--- src/rtl/flagram_scanner_if.sv ---
// Read-side bus between the flag scanner (master) and the flag RAM (slave).
// The scanner drives address and read enables; the RAM returns data or flags on one shared bus.
interface flagram_scanner_if #(
    parameter int p_address_width = 4,
    parameter int p_flags_width   = 16
);
    logic [p_address_width-1:0] o_w_address;
    logic                       o_w_we;
    logic                       o_w_oe;
    logic                       o_w_flags_out;
    logic [p_flags_width-1:0]   i_w_bus;

    modport master (
        output o_w_address,
        output o_w_we,
        output o_w_oe,
        output o_w_flags_out,
        input  i_w_bus
    );

    modport slave (
        input  o_w_address,
        input  o_w_we,
        input  o_w_oe,
        input  o_w_flags_out,
        output i_w_bus
    );
endinterface

--- src/rtl/flagram_scanner.sv ---
// Flag-RAM scanner: sweeps every word, reads data then latched flags, and reports the
// first match, its data and the total match count against a programmable mask.
module flagram_scanner #(
    parameter int p_address_width = 4,
    parameter int p_data_width    = 4,
    parameter int p_flags_width   = 16
) (
    input  logic                       i_w_clk,
    input  logic                       i_w_reset,
    input  logic                       i_w_start,
    input  logic [p_flags_width-1:0]   i_w_mask,
    input  logic                       i_w_mode_any,
    flagram_scanner_if.master          ram,
    output logic                       o_w_busy,
    output logic                       o_w_done,
    output logic                       o_w_found,
    output logic [p_address_width-1:0] o_w_first_addr,
    output logic [p_data_width-1:0]    o_w_first_data,
    output logic [p_address_width:0]   o_w_count
);

    localparam int c_count_width = p_address_width + 1;
    localparam logic [p_address_width-1:0] c_addr_last = {p_address_width{1'b1}};
    localparam logic [p_address_width-1:0] c_addr_step = {{(p_address_width-1){1'b0}}, 1'b1};
    localparam logic [c_count_width-1:0]   c_count_step = {{p_address_width{1'b0}}, 1'b1};

    typedef enum logic [1:0] {
        ST_IDLE = 2'd0,
        ST_RD   = 2'd1,
        ST_FL   = 2'd2,
        ST_DONE = 2'd3
    } state_t;

    state_t                     state_r;
    logic [p_address_width-1:0] addr_r;
    logic [p_flags_width-1:0]   mask_r;
    logic                       mode_any_r;
    logic [p_data_width-1:0]    data_r;
    logic                       oe_r;
    logic                       flags_out_r;
    logic                       busy_r;
    logic                       done_r;
    logic                       found_r;
    logic [p_address_width-1:0] first_addr_r;
    logic [p_data_width-1:0]    first_data_r;
    logic [c_count_width-1:0]   count_r;
    logic                       hit_s;

    // Any mode needs one masked flag set; all mode needs every masked flag set (empty mask always matches).
    function automatic logic flag_hit(input logic [p_flags_width-1:0] flags,
                                      input logic [p_flags_width-1:0] mask,
                                      input logic                     mode_any);
        logic [p_flags_width-1:0] masked;
        masked = flags & mask;
        if (mode_any) begin
            flag_hit = |masked;
        end else begin
            flag_hit = (masked == mask);
        end
    endfunction

    assign hit_s = flag_hit(ram.i_w_bus, mask_r, mode_any_r);

    // Scan sequencer: every bus enable and result is a register, so reset drops them at once.
    always_ff @(posedge i_w_clk or negedge i_w_reset) begin
        if (!i_w_reset) begin
            state_r      <= ST_IDLE;
            addr_r       <= {p_address_width{1'b0}};
            mask_r       <= {p_flags_width{1'b0}};
            mode_any_r   <= 1'b0;
            data_r       <= {p_data_width{1'b0}};
            oe_r         <= 1'b0;
            flags_out_r  <= 1'b0;
            busy_r       <= 1'b0;
            done_r       <= 1'b0;
            found_r      <= 1'b0;
            first_addr_r <= {p_address_width{1'b0}};
            first_data_r <= {p_data_width{1'b0}};
            count_r      <= {c_count_width{1'b0}};
        end else begin
            case (state_r)
                ST_IDLE: begin
                    done_r <= 1'b0;
                    if (i_w_start) begin
                        mask_r       <= i_w_mask;
                        mode_any_r   <= i_w_mode_any;
                        found_r      <= 1'b0;
                        first_addr_r <= {p_address_width{1'b0}};
                        first_data_r <= {p_data_width{1'b0}};
                        count_r      <= {c_count_width{1'b0}};
                        addr_r       <= {p_address_width{1'b0}};
                        oe_r         <= 1'b1;
                        flags_out_r  <= 1'b0;
                        busy_r       <= 1'b1;
                        state_r      <= ST_RD;
                    end else begin
                        oe_r        <= 1'b0;
                        flags_out_r <= 1'b0;
                        busy_r      <= 1'b0;
                    end
                end
                ST_RD: begin
                    // The RAM latches this word's flags on the same edge.
                    data_r      <= ram.i_w_bus[p_data_width-1:0];
                    oe_r        <= 1'b0;
                    flags_out_r <= 1'b1;
                    state_r     <= ST_FL;
                end
                ST_FL: begin
                    if (hit_s) begin
                        count_r <= count_r + c_count_step;
                        if (!found_r) begin
                            found_r      <= 1'b1;
                            first_addr_r <= addr_r;
                            first_data_r <= data_r;
                        end
                    end
                    if (addr_r == c_addr_last) begin
                        flags_out_r <= 1'b0;
                        busy_r      <= 1'b0;
                        done_r      <= 1'b1;
                        state_r     <= ST_DONE;
                    end else begin
                        addr_r      <= addr_r + c_addr_step;
                        oe_r        <= 1'b1;
                        flags_out_r <= 1'b0;
                        state_r     <= ST_RD;
                    end
                end
                ST_DONE: begin
                    done_r  <= 1'b0;
                    state_r <= ST_IDLE;
                end
                default: begin
                    oe_r        <= 1'b0;
                    flags_out_r <= 1'b0;
                    busy_r      <= 1'b0;
                    done_r      <= 1'b0;
                    state_r     <= ST_IDLE;
                end
            endcase
        end
    end

    assign ram.o_w_address   = addr_r;
    assign ram.o_w_we        = 1'b0;
    assign ram.o_w_oe        = oe_r;
    assign ram.o_w_flags_out = flags_out_r;
    assign o_w_busy          = busy_r;
    assign o_w_done          = done_r;
    assign o_w_found         = found_r;
    assign o_w_first_addr    = first_addr_r;
    assign o_w_first_data    = first_data_r;
    assign o_w_count         = count_r;

    flagram_scanner_checker u_checker (
        .clk       (i_w_clk),
        .rst_n     (i_w_reset),
        .we        (ram.o_w_we),
        .oe        (oe_r),
        .flags_out (flags_out_r),
        .busy      (busy_r),
        .done      (done_r)
    );

endmodule

// Protocol properties of the scanner's bus side.
module flagram_scanner_checker (
    input logic clk,
    input logic rst_n,
    input logic we,
    input logic oe,
    input logic flags_out,
    input logic busy,
    input logic done
);
    a_no_write: assert property (@(posedge clk) disable iff (!rst_n) !we);
    a_one_enable: assert property (@(posedge clk) disable iff (!rst_n) !(oe && flags_out));
    a_done_not_busy: assert property (@(posedge clk) disable iff (!rst_n) !(done && busy));
endmodule

--- src/flat_wrapper.sv ---
// flat-port wrapper written by rule: the top's interface ports become plain ports
module flagram_scanner_flat 
#(
    parameter int p_address_width = 4,
    parameter int p_data_width    = 4,
    parameter int p_flags_width   = 16
)
  (i_w_clk, i_w_reset, i_w_start, i_w_mask, i_w_mode_any, o_w_busy, o_w_done, o_w_found, o_w_first_addr, o_w_first_data, o_w_count, ram_o_w_address, ram_o_w_we, ram_o_w_oe, ram_o_w_flags_out, ram_i_w_bus);
  flagram_scanner_if #(.p_address_width(p_address_width), .p_flags_width(p_flags_width)) ram_i ();
  input  logic i_w_clk;
  input  logic i_w_reset;
  input  logic i_w_start;
  input  logic [p_flags_width-1:0] i_w_mask;
  input  logic i_w_mode_any;
  output logic o_w_busy;
  output logic o_w_done;
  output logic o_w_found;
  output logic [p_address_width-1:0] o_w_first_addr;
  output logic [p_data_width-1:0] o_w_first_data;
  output logic [p_address_width:0] o_w_count;
  output wire logic [$bits(ram_i.o_w_address)-1:0] ram_o_w_address;
  output wire logic [$bits(ram_i.o_w_we)-1:0] ram_o_w_we;
  output wire logic [$bits(ram_i.o_w_oe)-1:0] ram_o_w_oe;
  output wire logic [$bits(ram_i.o_w_flags_out)-1:0] ram_o_w_flags_out;
  input wire logic [$bits(ram_i.i_w_bus)-1:0] ram_i_w_bus;
  assign ram_o_w_address = ram_i.o_w_address;
  assign ram_o_w_we = ram_i.o_w_we;
  assign ram_o_w_oe = ram_i.o_w_oe;
  assign ram_o_w_flags_out = ram_i.o_w_flags_out;
  assign ram_i.i_w_bus = ram_i_w_bus;
  flagram_scanner #(.p_address_width(p_address_width), .p_data_width(p_data_width), .p_flags_width(p_flags_width)) u_core (.i_w_clk(i_w_clk), .i_w_reset(i_w_reset), .i_w_start(i_w_start), .i_w_mask(i_w_mask), .i_w_mode_any(i_w_mode_any), .ram(ram_i), .o_w_busy(o_w_busy), .o_w_done(o_w_done), .o_w_found(o_w_found), .o_w_first_addr(o_w_first_addr), .o_w_first_data(o_w_first_data), .o_w_count(o_w_count));
endmodule
--- config.mk ---
export PLATFORM = sky130hd
export DESIGN_NAME = flagram_scanner_flat
export DESIGN_NICKNAME = d
export VERILOG_FILES = /design/src/rtl/flagram_scanner_if.sv /design/src/rtl/flagram_scanner.sv /design/src/flat_wrapper.sv
export SDC_FILE = /design/constraint.sdc
export NUM_CORES = 1
export LEC_CHECK = 0
export ABC_AREA = 1
export BUFFER_PORTS_ARGS = -buffer_cell sky130_fd_sc_hd__buf_2
export CAP_MARGIN = 20
export CORE_MARGIN = 1.5
export CORE_UTILIZATION = 52
export DETAILED_ROUTE_END_ITERATION = 16
export PLACE_DENSITY = 0.89
export SETUP_SLACK_MARGIN = 0.3
export SYNTH_ARGS = -nofsm -noshare
export SYNTH_HDL_FRONTEND = slang
export SYNTH_HIERARCHICAL = 1
export SYNTH_SLANG_ARGS = --single-unit
--- constraint.sdc ---
create_clock -name i_w_clk -period 2 [get_ports i_w_clk]
set_input_delay 0.2 -clock i_w_clk [delete_from_list [all_inputs] [get_ports i_w_clk]]
set_output_delay 0.2 -clock i_w_clk [all_outputs]
set_load 0.03 [all_outputs]
==> flow_summary.yaml, run 1 <==
clocking:
  clkTransAtPathRegs_ns: 0.09
  cts_tree: "done"
  cts_max_path_buffers: 2
  clkLatencyLatePin_ns: 0.30
  cts-buffers-inserted: 5
  cts_sinks: 45
  root_buffer: "clkbuf_8"
  ctsHtreeMaxLevel: 2
placed_design:
  port_buffers: 57
  place_hpwl_um: 3470
  placed_cell_area_um2: 2610
  place_congestion: 0.795
  dpl_worst_slack_ns: 0.200
route:
  drtIter0Drc: 132
  dr.pass1.iters: 4
  via_per_inst: 4.76
  drcViolationCount: 0
  ant_nets: 0
  vias: 1969
  routed_wl_um: 4840
  wl_per_cell_um: 11.7
floorplanning:
  rows: 23
  core_um2: 4090
  start_util: 0.553
  die_y_um: 68.9
  io_pins: 59
  die_w_um: 68.9
  die_area_um2: 4750
job:
  maxCapViolations: 0
setup_path:
  cp.required_ns: 2.18
  path_max_fanout: 7
  end_kind: "flip-flop"
  start_kind: "flip-flop"
  reg2reg_to: "u_core/o_w_first_addr[0]"
  ff2ff_path_depth: 9
  rrSetupSlack_ns: 0.39
  arrival_ns: 1.79
  path_class: "reg2reg"
  rr_startpoint: "u_core/state_r[0]"
timing:
  fmax_ghz: 0.622
  worst_slack_ns: 0.391
  tns_ns: 0
  period_share: 0.804
  hold_violations: 0
  rsz0062_at_grt: "false"
  slew_headroom: 0.627
  worst_pin_slew_ns: 0.560
  setup_viol: 0
  min_period_ns: 1.61
  worst_clock_skew_ns: 0.00934
  slew_violations: 0
final_layout:
  drive_above_1_share: 0.245
  fillerInstances: 347
  seqCellArea_um2: 1130
  multi_input_area_um2: 1000
  nets: 405
  diodes: 0
  area_growth_pct: 22.8
  fin_area_um2: 2770
yosys:
  netlist.top_cell.by_area: "dfrtp_1"
  synth_seq_cells: 45
  netlist_area_um2: 2260
  syn-num-nets: 339
  synth_top_cell_area_share: 0.499
  syn-instance-count: 297
  synth_cell_types: 29
  avgSynthCellArea_um2: 7.60
  seq_area_frac_synth: 0.499
  synth.area.top_cells: "dfrtp_1 50%, nand2_1 22%, inv_1 5.3%"
  synth_warnings: 6
global_route:
  grtUsageMet2: 0.381
  grtUsageMet3: 0.0519
  antenna_found_initial: 0
  grt_pass1_vias: 1800
  grt_pass1_wl_um: 7590
  grt_max_degree: 46
  grtUsageTotal: 0.219
  top_usage_layer: "met2"
  grt_overflow: 0
  grtUsageMet1: 0.256
pwr:
  power.leakage_nw: 1.62
  power_density_nw_per_um2: 1400
  ir_drop_mv: 0.601
hold_path:
  hold_path_startpoint: "i_w_mask[12]"
  hold_class: "in2reg"
  min_path_cells: 3
  hold_path_end: "u_core/mask_r[12]"
run_status:
  status: "completed"
-- where the power goes --
part	switching (mW)	internal [mW]	leakage, nW	total (mW)
sequential	0.227	1.24	0.584	1.47
combinational	1.13	0.603	0.978	1.73
clock	0.315	0.375	0.0554	0.690
total	1.67	2.22	1.62	3.89
-- layout make-up --
class / count / area share
Clock inverter: 2 / 0.0140
Tap cell: 50 / 0.0226
Clock buffer: 6 / 0.0262
Multi-Input combinational cell: 212 / 0.361
Inverter: 36 / 0.0505
Timing Repair Buffer: 63 / 0.120
Sequential cell: 45 / 0.406
-- critical path: stages, from the launching register on --
cell	delay [ns]
dfrtp_1	0.43
inv_2	0.11
ha_2	0.24
inv_2	0.08
nor2_4	0.14
nor2_4	0.07
nand3_2	0.15
clkinv_2	0.13
nand2_1	0.07
nand2_1	0.07
-- registers in the layout, indices dropped and copies added, names as in the netlist --
name,cells
u_core/mask_r,16
u_core/o_w_count,5
u_core/data_r,4
u_core/o_w_first_addr,4
u_core/o_w_first_data,4
u_core/ram.o_w_address,4
u_core/state_r,2
u_core/mode_any_r,1
u_core/o_w_busy,1
u_core/o_w_done,1
u_core/o_w_found,1
u_core/ram.o_w_flags_out,1
u_core/ram.o_w_oe,1
-- cell families after synthesis --
family                     synth area share
and+or+nand+nor                       0.322
DFF                                   0.499
buffers and inverters                0.0698
AOI/OAI and AO/OA                    0.0543
adders and majority gates            0.0332
xor gates and xnor gates             0.0155
other                               0.00166
muxes                               0.00443
-- synthesized netlist by cell type --
cell type / n
o21ai_0: 11
o21ai_1: 4
clkinv_1: 1
conb_1: 1
nor3_1: 3
inv_2: 2
ha_1: 6
o31ai_1: 1
dfrtp_1: 45
clkinv_2: 1
nor2_2: 3
nand3_1: 8
buf_4: 1
nor3b_1: 1
xnor2_1: 1
nand2_2: 3
a21oi_1: 5
o21ai_2: 1
buf_2: 2
clkbuf_1: 1
nand2_1: 133
o22ai_1: 1
nor2_1: 20
nor2_4: 1
inv_1: 32
xor2_1: 3
nand3_2: 3
mux2i_1: 1
nand4_1: 2
-- metrics by stage --
step	util	std cells	hold WS, ns	power [mW]
final	0.679	414	0.0808	3.89
after global routing	0.679	414	0.0854	4.19
after CTS	0.673	412	0.0802	3.86
after detailed placement	0.638	403	0.311	3.12
after global placement	0.638	403	0.303	3.06
after floorplan	-	297	-0.0956	2.68
-- cell usage in the layout (no fill, tap or decap), types with 2 or more instances in the layout --
cell / count
nor3_1: 3
ha_1: 4
nand3_2: 3
nand2_1: 133
buf_2: 57
dfrtp_1: 45
buf_4: 5
nor2_4: 3
o21ai_0: 11
inv_1: 29
nand2_2: 3
a21oi_1: 5
nand3_1: 8
nand4_1: 2
clkbuf_8: 5
inv_2: 5
o21ai_1: 4
nor2_1: 20
xor2_1: 3
-- how the worst max path moves through the flow --
| stage | from | to | slack (ns) | depth (start not counted) |
|---|---|---|---|---|
| 6_report | u_core/state_r[0] | u_core/o_w_first_addr[0] | 0.39 | 9 |
| 2_1_floorplan | u_core/state_r[0] | u_core/ram.o_w_address[2] | 0.48 | 10 |
| 5_1_grt | u_core/state_r[0] | u_core/ram.o_w_address[2] | 0.30 | 10 |
| 3_3_place_gp | u_core/state_r[0] | u_core/ram.o_w_address[2] | 0.34 | 10 |
| 4_1_cts | u_core/state_r[0] | u_core/ram.o_w_address[2] | 0.31 | 10 |
| 3_5_place_dp | u_core/state_r[0] | u_core/ram.o_w_address[2] | 0.20 | 10 |
-- per-layer routing --
layer	up-vias	share of wire
li1	1033	-
met1	866	0.44
met2	61	0.48
met3	9	0.062
met4	0	0.020
met5	-	0
-- repair_timing --
item | CTS | global route
hold buffers | 1 | 0
endpoints found under the setup margin | 7 | 29
setup buffers | 0 | 2
pin swaps | 0 | 0
resized for setup | 4 | 5
hold endpoints to repair | 41 | 0
No activity file was read; power rests on OpenSTA's default activity.
==> inputs of run 2 (changes only) <==
- ABC_AREA: 1 -> 0
- CORE_UTILIZATION: 52 -> 48
- PLACE_DENSITY: 0.89 -> 0.86
- clock period: 2 -> 1.4 ns (I/O delays scaled with it)
==> run 2 against run 1 <==
Net effect:
- the flow now finishes with violations (negative setup slack)
- via count is 25% higher
- worst setup slack lost 1.1 ns
- register-to-register slack lost 1.1 ns
- combinational power grew to 3.1 times the previous value
- non-clock buffer count up 66
- synthesized cell count down 28%
- fmax decreased by 24%
- sequential power is 59% higher
- count of clock-buffer cells in the layout up 2
- total power rose by 120%
- cell area up 40%
- clock power up 16%
==> flow_summary.yaml, run 2 <==
timing:
  fmax_ghz: 0.473
  hold_violations: 0
  rsz0062_at_grt: "true"
  setup_viol: 44
  tns_ns: -16.42
  period_share: 1.51
  min_period_ns: 2.11
  worst_slack_ns: -0.713
  worst_pin_slew_ns: 0.580
  slew_violations: 0
  worst_clock_skew_ns: 0.00688
  worst_hold_slack_ns: 0.0607
  slew_headroom: 0.613
yosys:
  syn-instance-count: 215
  synth_ff_type: "dfrtp_1"
  seq_area_frac_synth: 0.476
  netlist_area_um2: 2360
  synth_top_cell_area_share: 0.476
  synth_edf_count: 0
  synth_seq_cells: 45
  synth.most_common_cell: "dfrtp_1"
  synthArstFlopShare: 1.00
  netlist.top_cell.by_area: "dfrtp_1"
  avgSynthCellArea_um2: 11.0
  synth_cell_types: 43
  yosys-top-cells-count: "45 x dfrtp_1, 22 x mux2_2, 12 x nand2_1"
  synth.area.top_cells: "dfrtp_1 48%, mux2_2 10%, ha_1 3.2%"
  syn-num-nets: 257
  synth_warnings: 6
clocking:
  clkTransAtPathRegs_ns: 0.08
  cts_max_path_buffers: 2
  cts_tree: "done"
  root_buffer: "clkbuf_8"
  clkLatencyLatePin_ns: 0.31
  ctsHtreeMaxLevel: 2
  cts-buffers-inserted: 5
  cts_sinks: 45
final_layout:
  regMostFlops: "u_core/mask_r"
  seqCellArea_um2: 1130
  multi_input_area_um2: 1490
  layout_common_cells: "50 x buf_2, 48 x buf_4, 42 x dfrtp_1"
  fin_cells: 409
  fillerInstances: 244
  layout_commonest_cell: "buf_2"
  drive_above_1_share: 0.591
  largest_register_ffs: 16
  nets: 383
  area_growth_pct: 63.8
  diodes: 0
setup_path:
  path_class: "reg2reg"
  start_kind: "flip-flop"
  end_kind: "flip-flop"
  path_max_fanout: 3
  cp.required_ns: 1.59
  arrival_ns: 2.31
  ff2ff_path_depth: 9
floorplanning:
  die_w_um: 73.2
  core_um2: 4720
  io_pins: 59
  start_util: 0.500
  rows: 25
  die_y_um: 73.2
  die_area_um2: 5350
run_status:
  violations: "negative setup slack"
  status: "finished with violations"
route:
  drcViolationCount: 0
  routed_wl_um: 8870
  ant_nets: 0
  dr.pass1.iters: 5
  wl_per_cell_um: 21.7
  vias: 2460
  drtIter0Drc: 283
  via_per_inst: 6.01
placed_design:
  port_buffers: 57
  dp.cells: 369
  dpl_worst_slack_ns: -0.563
  place_hpwl_um: 4110
  place_congestion: 0.770
global_route:
  grt_max_degree: 27
  antenna_found_initial: 0
  grtUsageTotal: 0.306
  grt_overflow: 0
  grt_pass1_vias: 2374
  grt_pass1_wl_um: 12100
pwr:
  p_total_mw: 8.55
  power_density_nw_per_um2: 2210
  power.leakage_nw: 1.86
  ir_drop_mv: 1.43
hold_path:
  min_path_cells: 2
  hold_class: "in2reg"
job:
  maxCapViolations: 0
## run 2: worst paths after layout
| kind | from | to | slack (ns) |
|---|---|---|---|
| hold reg to reg | u_core/mask_r[4] | u_core/mask_r[4] | 0.54 |
| hold / removal | i_w_mask[2] | u_core/mask_r[2] | 0.06 |
| setup / recovery | u_core/state_r[1] | u_core/o_w_count[4] | -0.71 |
| min in group asynchronous | i_w_reset | u_core/o_w_first_data[2] | 0.33 |
| setup reg to reg | u_core/state_r[1] | u_core/o_w_count[4] | -0.71 |
| max in group asynchronous | i_w_reset | u_core/state_r[1] | 0.55 |
## run 2: power breakdown
part | internal, mW | switching, mW | leakage (nW)
clock | 0.356 | 0.448 | 0.0395
combinational | 2.84 | 2.58 | 1.25
sequential | 1.84 | 0.483 | 0.563
## run 2: critical path, stage by stage, from the launching register on
cell and delay, ns:
dfrtp_1 0.40, inv_2 0.08, ha_4 0.18, mux2i_2 0.16, nor3_2 0.13, nand4_1 0.24, o21ai_2 0.29, buf_4 0.16
nor3b_1 0.05, a311o_1 0.32
## run 2: stage by stage
step	util	area (um^2)
after global placement	0.650	3070
after global routing	0.820	3870
after floorplan	-	2450
after detailed placement	0.650	3070
after CTS	0.770	3640
final	0.820	3870
## run 2: cells by family (layout without fill, tap and decap cells)
group | Yosys count | after routing | synth area share
and+or+nand+nor | 70 | 71 | 0.172
AOI/OAI and AO/OA | 47 | 47 | 0.164
DFF | 45 | 45 | 0.476
muxes | 24 | 24 | 0.113
buffers and inverters | 21 | 147 | 0.0381
adders and majority gates | 6 | 6 | 0.0318
other | 1 | 1 | 0.00159
xor gates and xnor gates | 1 | 1 | 0.00371
## run 2: cell type report
cell class | count | share of cell area
multi-input combinational | 150 | 0.384
timing repair buffer | 129 | 0.272
tap | 67 | 0.0216
inverter | 10 | 0.00969
sequential | 45 | 0.292
clock buffer | 8 | 0.0207
## run 2: what timing repair did
item                       CTS  global route
hold endpoints to repair    19             0
cloned                       5             0
pin swaps                   16            11
buffers inserted            19             7
hold buffers                 1             0
setup endpoints to repair   54            53
gates resized for setup     59            45
## run 2: layer usage
metal | wire length (um) | vias up | track usage
li1 | - | 1054 | -
met4 | 354 | 0 | 0.101
met2 | 4550 | 158 | 0.530
met5 | 0 | - | 0
met1 | 3260 | 1213 | 0.384
met3 | 701 | 35 | 0.0552
